--- src/rtl/tsmp_pkg.sv ---
// Shared TSMP dispatcher definitions: ethertype bytes, per-packet decision encoding, parser states.
package tsmp_pkg;

    localparam logic [7:0] TSMP_ETYPE_HI = 8'hFF;
    localparam logic [7:0] TSMP_ETYPE_LO = 8'h01;
    localparam int         CH_IDX_W      = 3;

    // A decision is a channel index unless bypass or drop is set.
    typedef struct packed {
        logic                drop;
        logic                bypass;
        logic [CH_IDX_W-1:0] ch;
    } tsmp_dec_t;

    localparam int        DEC_W      = $bits(tsmp_dec_t);
    localparam tsmp_dec_t DEC_DROP   = '{drop: 1'b1, bypass: 1'b0, ch: 3'd0};
    localparam tsmp_dec_t DEC_BYPASS = '{drop: 1'b0, bypass: 1'b1, ch: 3'd0};

    typedef enum logic [1:0] {
        ST_IDLE = 2'd0,
        ST_HDR  = 2'd1,
        ST_BODY = 2'd2
    } tsmp_state_e;

    function automatic logic is_tsmp(input logic [7:0] hi, input logic [7:0] lo);
        return (hi == TSMP_ETYPE_HI) && (lo == TSMP_ETYPE_LO);
    endfunction

endpackage

--- src/rtl/tsmp_dec_fifo.sv ---
// Synchronous FIFO holding per-packet decisions; first-word fall-through read, async active-low reset.
module tsmp_dec_fifo #(
    parameter int DEPTH = 9,
    parameter int WIDTH = 5
) (
    input  logic             clk,
    input  logic             rst_n,
    input  logic             push,
    input  logic [WIDTH-1:0] wr_data,
    input  logic             pop,
    output logic [WIDTH-1:0] rd_data,
    output logic             empty,
    output logic             full
);
    localparam int PTR_W = (DEPTH > 1) ? $clog2(DEPTH) : 1;
    localparam int CNT_W = $clog2(DEPTH + 1);

    logic [WIDTH-1:0] mem_r [DEPTH];
    logic [PTR_W-1:0] wr_ptr_r;
    logic [PTR_W-1:0] rd_ptr_r;
    logic [CNT_W-1:0] count_r;
    logic             do_push_s;
    logic             do_pop_s;

    assign empty     = (count_r == {CNT_W{1'b0}});
    assign full      = (count_r == CNT_W'(DEPTH));
    assign do_push_s = push & ~full;
    assign do_pop_s  = pop & ~empty;
    assign rd_data   = mem_r[rd_ptr_r];

    // Storage, pointers and occupancy.
    always_ff @(posedge clk or negedge rst_n) begin
        if (!rst_n) begin
            for (int i = 0; i < DEPTH; i++) begin
                mem_r[i] <= {WIDTH{1'b0}};
            end
            wr_ptr_r <= {PTR_W{1'b0}};
            rd_ptr_r <= {PTR_W{1'b0}};
            count_r  <= {CNT_W{1'b0}};
        end else begin
            if (do_push_s) begin
                mem_r[wr_ptr_r] <= wr_data;
                wr_ptr_r <= (wr_ptr_r == PTR_W'(DEPTH - 1)) ? {PTR_W{1'b0}} : wr_ptr_r + PTR_W'(1);
            end
            if (do_pop_s) begin
                rd_ptr_r <= (rd_ptr_r == PTR_W'(DEPTH - 1)) ? {PTR_W{1'b0}} : rd_ptr_r + PTR_W'(1);
            end
            case ({do_push_s, do_pop_s})
                2'b10:   count_r <= count_r + CNT_W'(1);
                2'b01:   count_r <= count_r - CNT_W'(1);
                default: count_r <= count_r;
            endcase
        end
    end

endmodule

--- src/rtl/tsmp_dispatch.sv ---
// TSMP stream dispatcher: header-window classifier, fixed-latency delay line, per-packet egress steering.
// Build option TSMP_DISPATCH_STAT_EN adds saturating forwarded/dropped packet counters.
module tsmp_dispatch
    import tsmp_pkg::*;
#(
    parameter int DATA_WIDTH = 9,
    parameter int HDR_LEN    = 16,
    parameter int ETYPE_IDX  = 12,
    parameter int TYPE_IDX   = 14,
    parameter int NUM_CH     = 4
) (
    input  logic                    i_clk,
    input  logic                    i_rst_n,
    input  logic [DATA_WIDTH-1:0]   iv_data,
    input  logic                    i_data_wr,
    input  logic [NUM_CH*8-1:0]     iv_type_cfg,
    input  logic [NUM_CH-1:0]       iv_ch_en,
    output logic [DATA_WIDTH-1:0]   ov_data,
    output logic [NUM_CH-1:0]       ov_data_wr,
    output logic                    o_data_wr_byp,
    output logic [15:0]             ov_fwd_cnt,
    output logic [15:0]             ov_drop_cnt
);
    localparam int IDX_W      = $clog2(HDR_LEN);
    localparam int FIFO_DEPTH = HDR_LEN / 2 + 1;
    localparam int FLAG_BIT   = DATA_WIDTH - 1;

    tsmp_state_e           state_r, state_s;
    logic [IDX_W-1:0]      idx_r, idx_s, cur_idx_s;
    logic [7:0]            etype_hi_r, etype_lo_r, type_r, etype_lo_eff_s, type_eff_s;
    logic                  accept_s, push_s, in_flag_s;
    tsmp_dec_t             match_dec_s, class_dec_s, push_dec_s;
    logic [DEC_W-1:0]      fifo_rd_s;
    logic                  fifo_empty_s, fifo_full_s, fifo_push_s, pop_s;
    logic [DATA_WIDTH-1:0] in_word_r;
    logic                  in_vld_r;
    logic [DATA_WIDTH-1:0] dl_word_r [HDR_LEN];
    logic [HDR_LEN-1:0]    dl_vld_r;
    logic [DATA_WIDTH-1:0] exit_word_s, data_s;
    logic                  exit_vld_s, exit_flag_s, out_open_r, out_open_s, emit_s, byp_s;
    logic [NUM_CH-1:0]     wr_s;
    tsmp_dec_t             cur_dec_r, dec_s;

    assign in_flag_s   = iv_data[FLAG_BIT];
    assign cur_idx_s   = (state_r == ST_IDLE) ? {IDX_W{1'b0}} : idx_r;
    assign exit_word_s = dl_word_r[HDR_LEN-1];
    assign exit_vld_s  = dl_vld_r[HDR_LEN-1];
    assign exit_flag_s = exit_word_s[FLAG_BIT];

    // Classification; a byte at the last header index is taken straight off the input bus.
    always_comb begin
        etype_lo_eff_s = etype_lo_r;
        type_eff_s     = type_r;
        match_dec_s    = DEC_DROP;
        if (ETYPE_IDX + 1 == HDR_LEN - 1) etype_lo_eff_s = iv_data[7:0];
        else                              etype_lo_eff_s = etype_lo_r;
        if (TYPE_IDX == HDR_LEN - 1) type_eff_s = iv_data[7:0];
        else                         type_eff_s = type_r;
        for (int c = NUM_CH - 1; c >= 0; c--) begin
            if (iv_ch_en[c] && (iv_type_cfg[8*c +: 8] == type_eff_s)) begin
                match_dec_s = '{drop: 1'b0, bypass: 1'b0, ch: CH_IDX_W'(c)};
            end else begin
                match_dec_s = match_dec_s;
            end
        end
        if (is_tsmp(etype_hi_r, etype_lo_eff_s)) class_dec_s = match_dec_s;
        else                                     class_dec_s = DEC_BYPASS;
    end

    // Parser next state, word acceptance and decision push.
    always_comb begin
        state_s    = state_r;
        idx_s      = idx_r;
        accept_s   = 1'b0;
        push_s     = 1'b0;
        push_dec_s = DEC_DROP;
        case (state_r)
            ST_IDLE: begin
                if (i_data_wr && in_flag_s) begin
                    accept_s = 1'b1;
                    state_s  = ST_HDR;
                    idx_s    = IDX_W'(1);
                end else begin
                    state_s = ST_IDLE;
                end
            end
            ST_HDR: begin
                if (!i_data_wr) begin
                    push_s  = 1'b1;
                    state_s = ST_BODY;
                end else if (in_flag_s) begin
                    accept_s = 1'b1;
                    push_s   = 1'b1;
                    state_s  = ST_IDLE;
                end else if (idx_r == IDX_W'(HDR_LEN - 1)) begin
                    accept_s   = 1'b1;
                    push_s     = 1'b1;
                    push_dec_s = class_dec_s;
                    state_s    = ST_BODY;
                end else begin
                    accept_s = 1'b1;
                    idx_s    = idx_r + IDX_W'(1);
                end
            end
            ST_BODY: begin
                if (i_data_wr && in_flag_s) begin
                    accept_s = 1'b1;
                    state_s  = ST_IDLE;
                end else begin
                    accept_s = i_data_wr;
                end
            end
            default: state_s = ST_IDLE;
        endcase
    end

    // Parser state, header index and captured header bytes.
    always_ff @(posedge i_clk or negedge i_rst_n) begin
        if (!i_rst_n) begin
            state_r    <= ST_IDLE;
            idx_r      <= {IDX_W{1'b0}};
            etype_hi_r <= 8'h00;
            etype_lo_r <= 8'h00;
            type_r     <= 8'h00;
        end else begin
            state_r <= state_s;
            idx_r   <= idx_s;
            if (accept_s && (state_r != ST_BODY) && (cur_idx_s == IDX_W'(ETYPE_IDX)))
                etype_hi_r <= iv_data[7:0];
            if (accept_s && (state_r != ST_BODY) && (cur_idx_s == IDX_W'(ETYPE_IDX + 1)))
                etype_lo_r <= iv_data[7:0];
            if (accept_s && (state_r != ST_BODY) && (cur_idx_s == IDX_W'(TYPE_IDX)))
                type_r <= iv_data[7:0];
        end
    end

    assign fifo_push_s = push_s & ~fifo_full_s;

    tsmp_dec_fifo #(
        .DEPTH (FIFO_DEPTH),
        .WIDTH (DEC_W)
    ) u_dec_fifo (
        .clk     (i_clk),
        .rst_n   (i_rst_n),
        .push    (fifo_push_s),
        .wr_data (push_dec_s),
        .pop     (pop_s),
        .rd_data (fifo_rd_s),
        .empty   (fifo_empty_s),
        .full    (fifo_full_s)
    );

    // Ingress register plus HDR_LEN-stage delay line; rejected words travel as empty slots.
    always_ff @(posedge i_clk or negedge i_rst_n) begin
        if (!i_rst_n) begin
            in_word_r <= {DATA_WIDTH{1'b0}};
            in_vld_r  <= 1'b0;
            for (int i = 0; i < HDR_LEN; i++) begin
                dl_word_r[i] <= {DATA_WIDTH{1'b0}};
            end
            dl_vld_r <= {HDR_LEN{1'b0}};
        end else begin
            in_word_r    <= accept_s ? iv_data : {DATA_WIDTH{1'b0}};
            in_vld_r     <= accept_s;
            dl_word_r[0] <= in_word_r;
            for (int i = 1; i < HDR_LEN; i++) begin
                dl_word_r[i] <= dl_word_r[i-1];
            end
            dl_vld_r <= {dl_vld_r[HDR_LEN-2:0], in_vld_r};
        end
    end

    // Egress steering: a head leaving the line pops its decision, held until the tail leaves.
    always_comb begin
        pop_s      = 1'b0;
        dec_s      = cur_dec_r;
        out_open_s = out_open_r;
        data_s     = {DATA_WIDTH{1'b0}};
        wr_s       = {NUM_CH{1'b0}};
        byp_s      = 1'b0;
        if (exit_vld_s && exit_flag_s && !out_open_r) begin
            pop_s      = 1'b1;
            out_open_s = 1'b1;
            if (fifo_empty_s) dec_s = DEC_DROP;
            else              dec_s = tsmp_dec_t'(fifo_rd_s);
        end else if (exit_vld_s && exit_flag_s) begin
            out_open_s = 1'b0;
        end else begin
            out_open_s = out_open_r;
        end
        emit_s = exit_vld_s && (pop_s || out_open_r) && !dec_s.drop;
        if (emit_s) begin
            data_s = exit_word_s;
            if (dec_s.bypass) begin
                byp_s = 1'b1;
            end else begin
                for (int c = 0; c < NUM_CH; c++) begin
                    if (dec_s.ch == CH_IDX_W'(c)) wr_s[c] = 1'b1;
                    else                          wr_s[c] = 1'b0;
                end
            end
        end else begin
            data_s = {DATA_WIDTH{1'b0}};
        end
    end

    // Registered egress word, strobes and per-packet decision hold.
    always_ff @(posedge i_clk or negedge i_rst_n) begin
        if (!i_rst_n) begin
            out_open_r    <= 1'b0;
            cur_dec_r     <= DEC_DROP;
            ov_data       <= {DATA_WIDTH{1'b0}};
            ov_data_wr    <= {NUM_CH{1'b0}};
            o_data_wr_byp <= 1'b0;
        end else begin
            out_open_r    <= out_open_s;
            cur_dec_r     <= dec_s;
            ov_data       <= data_s;
            ov_data_wr    <= wr_s;
            o_data_wr_byp <= byp_s;
        end
    end

`ifdef TSMP_DISPATCH_STAT_EN
    logic [15:0] fwd_cnt_r;
    logic [15:0] drop_cnt_r;

    // Saturating packet counters, one step per pushed decision.
    always_ff @(posedge i_clk or negedge i_rst_n) begin
        if (!i_rst_n) begin
            fwd_cnt_r  <= 16'h0000;
            drop_cnt_r <= 16'h0000;
        end else if (push_s) begin
            if (push_dec_s.drop) begin
                if (drop_cnt_r != 16'hFFFF) drop_cnt_r <= drop_cnt_r + 16'h0001;
            end else begin
                if (fwd_cnt_r != 16'hFFFF) fwd_cnt_r <= fwd_cnt_r + 16'h0001;
            end
        end
    end

    assign ov_fwd_cnt  = fwd_cnt_r;
    assign ov_drop_cnt = drop_cnt_r;
`else
    assign ov_fwd_cnt  = 16'h0000;
    assign ov_drop_cnt = 16'h0000;
`endif

endmodule

--- config.mk ---
export PLATFORM = sky130hd
export DESIGN_NAME = tsmp_dispatch
export DESIGN_NICKNAME = d
export VERILOG_FILES = /design/src/rtl/tsmp_pkg.sv /design/src/rtl/tsmp_dec_fifo.sv /design/src/rtl/tsmp_dispatch.sv
export SDC_FILE = /design/constraint.sdc
export NUM_CORES = 1
export LEC_CHECK = 0
export CAP_MARGIN = 15
export CORE_MARGIN = 5
export CORE_UTILIZATION = 50
export CTS_CLUSTER_SIZE = 40
export DETAILED_ROUTE_END_ITERATION = 7
export PLACE_DENSITY = 0.77
export SETUP_SLACK_MARGIN = 0.4
export SYNTH_ARGS = -nofsm -noshare
export SYNTH_HDL_FRONTEND = slang
export SYNTH_SLANG_ARGS = --single-unit
--- constraint.sdc ---
create_clock -name i_clk -period 2.7 [get_ports i_clk]
set_clock_uncertainty 0.15 [all_clocks]
set_input_delay 0.54 -clock i_clk [delete_from_list [all_inputs] [get_ports i_clk]]
set_output_delay 0.54 -clock i_clk [all_outputs]
set_load 0.1 [all_outputs]
==> metrics, run 1 <==
die width=148 µm; Worst Hold Class=reg2reg; Die Ht=148 µm; Sw Ratio=26.3%; Post-DRT Antenna Nets=0; H-tree Lvls=1; Setup TNS=0 ps; Mapped Area=0.00953 mm²; n_diodes=0; post-route cell area=0.0117 mm²; grt total ovfl=0; Main synth FF type=dfrtp_1; Pins Over Slew Limit=0; Ports=94; Area growth, synth to finish=23.3%; vias in the first global route=6049; CP endpoint kind=flip-flop; Filler cells=1322; Seq pwr share=47.9%; Nets=838; dpl hpwl=12100 µm; Gate power share=15.9%; first-pass GRT wire length=30600 µm; #FFs+latches synth=268; synthesized instance count=652; wire per inst=17.9 µm; Placed Area=0.0105 mm²; slew margin rel.=59.9%; Port Buf Inserts=61; DR iter-0 viols=429; maximum vdd drop=480 µV; Clock Power Share=36.2%; Critical Path RT=2980 ps; Num Clock Sinks=268; fin crit share=86.0%; number of CTS-inserted buffers=26; CP max FO=7; total track usage=17.2%; worst slew pin tran=596 ps; via count=5396; initial antenna violation count=0; Seq/Total Area, Yosys=70.4%; cell area power density=849 mW/mm²; Pint=7.35 mW; RSZ-0062 raised after global routing=yes; CORE AREA=0.0187 mm²; Setup WS pre-CTS=-111 ps; # rows=50; Setup CP Type=reg2reg; share of layout cells above drive strength 1=24.8%; Vias/cell=5.24; DRC Markers=0; NetSw=2.62 mW; final hold violations=0; TritonCTS clock tree=yes; Yosys warning count=0; setup ws final=378 ps; worst-skew pair later-pin latency=510 ps; final WL=18400 µm; number of synthesized flops with an enable pin=0; f_max=0.431 GHz; die area=0.0219 mm²; Lkg Pwr=5.54 nW; Initial Util=50.9%; largest net degree at the start of global routing=64; Synth cell types=63; outcome=complete, no violations; crit start category=flip-flop; CTS max path bufs=3; post-layout min period=2320 ps; CP arrival=2600 ps; RePlAce Congestion=0.905; first drt pass iteration count=5; total of max-cap violations=0; clk root buf=clkbuf_16; CTS clk-pin slew, worst paths=60 ps; FFs w/ async S/R, synth=100%; syn_area_per_cell=14.6 µm²; final setup vio count=0
==> metrics by stage <==
stage | util, % | hold WS, ps | power, mW | std cells
after floorplan | - | 94.4 | 5.67 | 683
after global placement | 56.3 | 181 | 5.99 | 962
after detailed placement | 56.3 | 185 | 6.13 | 962
after CTS | 62.3 | 183 | 9.96 | 1021
after global routing | 62.8 | 198 | 10.4 | 1029
final | 62.8 | 190 | 9.96 | 1029
==> registers in the layout (all words and copies together), names as in the netlist, 8 cells and up <==
register / cells
in_word_r: 9
etype_hi_r: 8
dl_word_r: 135
ov_data: 9
u_dec_fifo.mem_r: 36
etype_lo_eff_s: 8
dl_vld_r: 16
type_eff_s: 8
exit_word_s: 9
==> Yosys cell counts, types with 3 or more instances <==
cell type    n  area [µm²]
dfrtp_1    267        6680
nand2_1     48         180
o21ai_0     37         185
buf_4       32         240
mux2_2      29         327
xnor2_1     25         219
and2_1      18         113
xor2_1      14         123
nand4_1     13        81.3
nand3_1     12        60.1
nor2_1      12        45.0
inv_1       11        41.3
ha_1        10         125
nand2b_1     9        56.3
buf_2        8        40.0
clkbuf_1     8        30.0
mux2_1       8        90.1
nor3_1       8        40.0
a21oi_1      7        35.0
or3_1        5        31.3
a211oi_1     4        30.0
mux4_2       4        90.1
nor4_1       4        25.0
and3b_1      3        26.3
mux4_1       3        78.8
nand4b_1     3        26.3
nor3b_2      3        37.5
nor4bb_1     3        30.0
or4_1        3        22.5
==> timing repair <==
action                                  in CTS  in global routing
buffers inserted                            14                  7
cloned                                       1                  1
pin swaps                                    9                 10
gates resized for setup                     26                 24
hold buffers                                 1                  0
hold endpoints to repair                    52                  0
endpoints found under the setup margin      41                 31
==> placed cells by master, fill, tap and decap left out, types with 3 or more instances in the layout <==
cell type        count
a21oi_1              6
nand2_1             48
buf_6                3
bufinv_16            3
nor2_1              12
nor3_1               7
dfrtp_1            262
o21ai_0             26
mux2_2              29
a211oi_1             3
clkbuf_16           27
clkbuf_8             4
clkbuf_1             3
xor2_1              13
dfrtp_2              5
and2_1              18
clkinv_2             5
mux4_2               7
and3b_1              3
clkdlybuf4s50_1     46
or3_1                5
conb_1              32
buf_12               3
buf_4               63
nor4_1               3
nand2b_1             6
xnor2_1             25
ha_1                 6
o21ai_1             11
nor3b_2              4
nand3_1             11
inv_1                9
mux2_4               3
mux2_1               5
nand4b_1             3
nand4_1             13
==> layout make-up <==
type	instances	area, µm²	share of cell area [%]
flip-flops and latches	268	6710	57.2
multi-input cells	355	2770	23.6
clock buffers	34	742	6.32
clock inverters	9	123	1.04
repair buffers	118	1060	9.00
well taps	234	293	2.49
inverters	11	46.3	0.394
==> logic make-up (layout without fill, tap and decap cells) <==
family                     after synthesis  count (layout)  share of synthesized area (%)
AOI/OAI and AO/OA                       67              68                           4.78
xor gates and xnor gates                39              39                           3.59
adders and majority gates               10              10                           1.31
buffers and inverters                   61             172                           3.85
DFF                                    268             268                           70.4
muxes                                   46              46                           6.36
other                                    1              32                         0.0394
and+or+nand+nor                        160             160                           9.67
==> layer usage <==
layer	GRT usage [%]	vias to the layer above	wire length, µm
met4	5.08	0	510
met5	0	-	0
met3	3.00	43	922
li1	-	2415	-
met2	31.0	189	9640
met1	21.4	2749	7340
==> worst max-delay path: stages, from the launching register on <==
cell	delay [ps]
dfrtp_1	400
buf_6	160
nor4bb_4	360
a311oi_4	70
inv_4	100
ha_4	140
xor2_2	140
ha_2	190
a21oi_2	40
xor2_1	170
nor2_1	140
xor2_1	180
==> path summary, 6_finish.rpt <==
| check | start | to | slack, ps | depth (start not counted) |
|---|---|---|---|---|
| max in group asynchronous | i_rst_n | type_eff_s[1] | 1290 | 3 |
| hold reg to reg | in_word_r[5] | dl_word_r[140] | 190 | 0 |
| setup reg to reg | u_dec_fifo.count_r[1] | u_dec_fifo.count_r[2] | 380 | 11 |
| setup / recovery | u_dec_fifo.count_r[1] | u_dec_fifo.count_r[2] | 380 | 11 |
| min in group asynchronous | i_rst_n | ov_data[2] | 410 | 2 |
| hold / removal | in_word_r[5] | dl_word_r[140] | 190 | 0 |
==> power by group through the flow <==
stage | Sequential (mW) | Combinational (mW) | Clock [mW]
after CTS | 4.76 | 1.49 | 3.70
after detailed placement | 4.82 | 1.31 | 0
after floorplan | 4.76 | 0.911 | 0
final | 4.77 | 1.58 | 3.61
after global routing | 4.82 | 1.71 | 3.87
after global placement | 4.76 | 1.23 | 0
(Power assumes the default switching activity.)
==> run 2: changes to the inputs <==
Settings changed: CORE_UTILIZATION 50 to 51, PLACE_DENSITY 0.77 to 0.78.
==> run 2 against run 1 <==
Net effect:
- cell count down 0.19%
- largest power group unchanged
- clock power shrank 4%
- worst setup slack lost 28 ps
- hold slack gained 3.0 ps
- cell area shrank 0.64%
- die area shrank 1.8%
- largest cell class unchanged
- total power decreased by 2.1%
- sequential power is essentially flat
- critical path depth decreased by 5
- first-iteration DRC count fell by 12%
==> metrics, run 2 (synthesis gave the netlist of run 1 again) <==
RePlAce Congestion=0.909 (+0.45%); Clock Power Share=35.3% (-0.9 points); Pins Over Slew Limit=0 (unchanged); share of layout cells above drive strength 1=23.3% (-1.5 points); Sw Ratio=27.1% (+0.80 points); clk root buf=clkbuf_16; n_diodes=0 (unchanged); worst-skew pair later-pin latency=510 ps (about the same); Ports=94 (unchanged); Pint=7.11 mW (-3.2%); worst slew pin tran=611 ps (+15.1 ps); Seq pwr share=49.1% (+1.2 points); initial antenna violation count=0 (unchanged); Regs by FF count=dl_word_r x135, u_dec_fifo.mem_r x36, dl_vld_r x16; Vias/cell=5.29 (+0.94%); Reg with most FFs=dl_word_r; WHS=193 ps (+3.04 ps); final WL=18500 µm (+0.46%); Placed Area=0.0105 mm² (-0.12%); Die Ht=147 µm (-0.92%); TritonCTS clock tree=yes; total track usage=17.0% (-0.18 points); CTS max path bufs=3 (unchanged); most common cell after layout, fill and taps aside=dfrtp_1; f_max=0.425 GHz (-1.2%); first-pass GRT wire length=29800 µm (-2.4%); NetSw=2.64 mW (+0.85%); CP max FO=8 (+1); CORE AREA=0.0185 mm² (-1.0%); largest net degree at the start of global routing=76 (+19%); crit start category=flip-flop; H-tree Lvls=1 (unchanged); CP arrival=2640 ps (+40 ps); slew margin rel.=58.9% (-1.0 points); maximum vdd drop=589 µV (+23%); Area growth, synth to finish=22.5%; Num Clock Sinks=268 (unchanged); vias in the first global route=5789 (-4.3%); die area=0.0215 mm² (-1.8%); DR iter-0 viols=379 (-12%); outcome=complete, no violations; number of CTS-inserted buffers=27 (+3.8%); Critical Path RT=2990 ps (about the same); Post-DRT Antenna Nets=0 (unchanged); Gate power share=15.5% (-0.4 points); first drt pass iteration count=5 (unchanged); RSZ-0062 raised after global routing=yes; wire per inst=18.0 µm (+0.66%); Lkg Pwr=5.47 nW (-1.2%); cell area power density=836 mW/mm² (-1.5%); post-route cell area=0.0117 mm² (-0.64%); die width=147 µm (-0.92%); CTS clk-pin slew, worst paths=60 ps (about the same); Nets=835 (-0.36%); Port Buf Inserts=61 (unchanged); final setup vio count=0 (unchanged); fin crit share=87.1% (+1.1 points); DRC Markers=0 (unchanged); CP endpoint kind=flip-flop; via count=5436 (+0.74%); post-layout min period=2350 ps (+28.5 ps); # rows=50 (unchanged); final hold violations=0 (unchanged); Initial Util=51.4% (+0.52 points); grt total ovfl=0 (unchanged); total of max-cap violations=0 (unchanged); Setup CP Type=reg2reg; most frequent cells in the layout=261 x dfrtp_1, 57 x buf_4, 48 x nand2_1, 46 x clkdlybuf4s50_1, 32 x conb_1; Worst Hold Class=reg2reg; max FFs per register=135 (unchanged); dpl hpwl=11600 µm (-3.6%)
## run 2: cell count changes in the layout (fill, tap and decap cells not counted), sizes merged
cell,previous run,this run
buf,71,67
bufinv,3,1
clkbuf,34,38
clkinv,5,3
clkinvlp,1,2
inv,11,12
o2111ai,1,2
o311a,2,1
## run 2: timing repair
item	CTS	global route
pin swaps	11	8
endpoints found under the setup margin	45	31
setup buffers	12	5
cloned	0	2
hold endpoints to repair	70	0
resized for setup	31	19
hold buffers	1	0
## run 2: path summary, 6_finish.rpt
path                                         from             end  slack [ps]  depth (start not counted)
max                        u_dec_fifo.rd_ptr_r[0]   ov_data_wr[3]         350                          6
min                                dl_word_r[143]  dl_word_r[134]         190                          0
max reg2reg                u_dec_fifo.rd_ptr_r[0]   ov_data_wr[3]         350                          6
min reg2reg                        dl_word_r[143]  dl_word_r[134]         190                          0
max in group asynchronous                 i_rst_n        idx_r[1]        1090                          3
min in group asynchronous                 i_rst_n      ov_data[5]         450                          2
## run 2: cell type report
type                    count  area [µm²]
multi-input cells         355        2770
well taps                 234         293
flip-flops and latches    268        6720
fillers                  1316        6850
inverters                  11        43.8
clock buffers              38         747
repair buffers            114        1030
clock inverters             7        68.8
## run 2: metal layers
layer / track usage, % / vias to the layer above / routed length [µm] / share of wire [%]
met3: 3.07 / 37 / 1200 / 6.5
met2: 30.6 / 230 / 9770 / 53
met4: 4.52 / 0 / 372 / 2.0
met1: 21.4 / 2759 / 7150 / 39
met5: 0 / - / 0 / 0
li1: - / 2410 / - / -
## run 2: stage by stage
step | power (mW) | utilization, % | setup TNS [ps] | std cells | setup slack, ps
final | 9.75 | 63.0 | 0 | 1027 | 349
after global routing | 10.2 | 63.0 | 0 | 1027 | 275
after CTS | 9.82 | 62.5 | 0 | 1020 | 358
after detailed placement | 6.12 | 56.8 | -428 | 962 | -141
after global placement | 5.99 | 56.8 | 0 | 962 | 16.9
after floorplan | 5.67 | - | 0 | 683 | 192
## run 2: power by group through the flow
stage	Sequential [mW]	Clock (mW)	Combinational, mW
after floorplan	4.76	0	0.911
after global placement	4.76	0	1.23
after detailed placement	4.82	0	1.31
after CTS	4.79	3.55	1.48
after global routing	4.84	3.71	1.63
final	4.79	3.45	1.51
## run 2: worst max-delay path, cell delays in order (launching register included)
cell and delay (ps):
dfrtp_2 520, buf_6 150, mux4_2 490, mux2_4 270, a21o_1 190, a211o_4 300, and3b_1 210
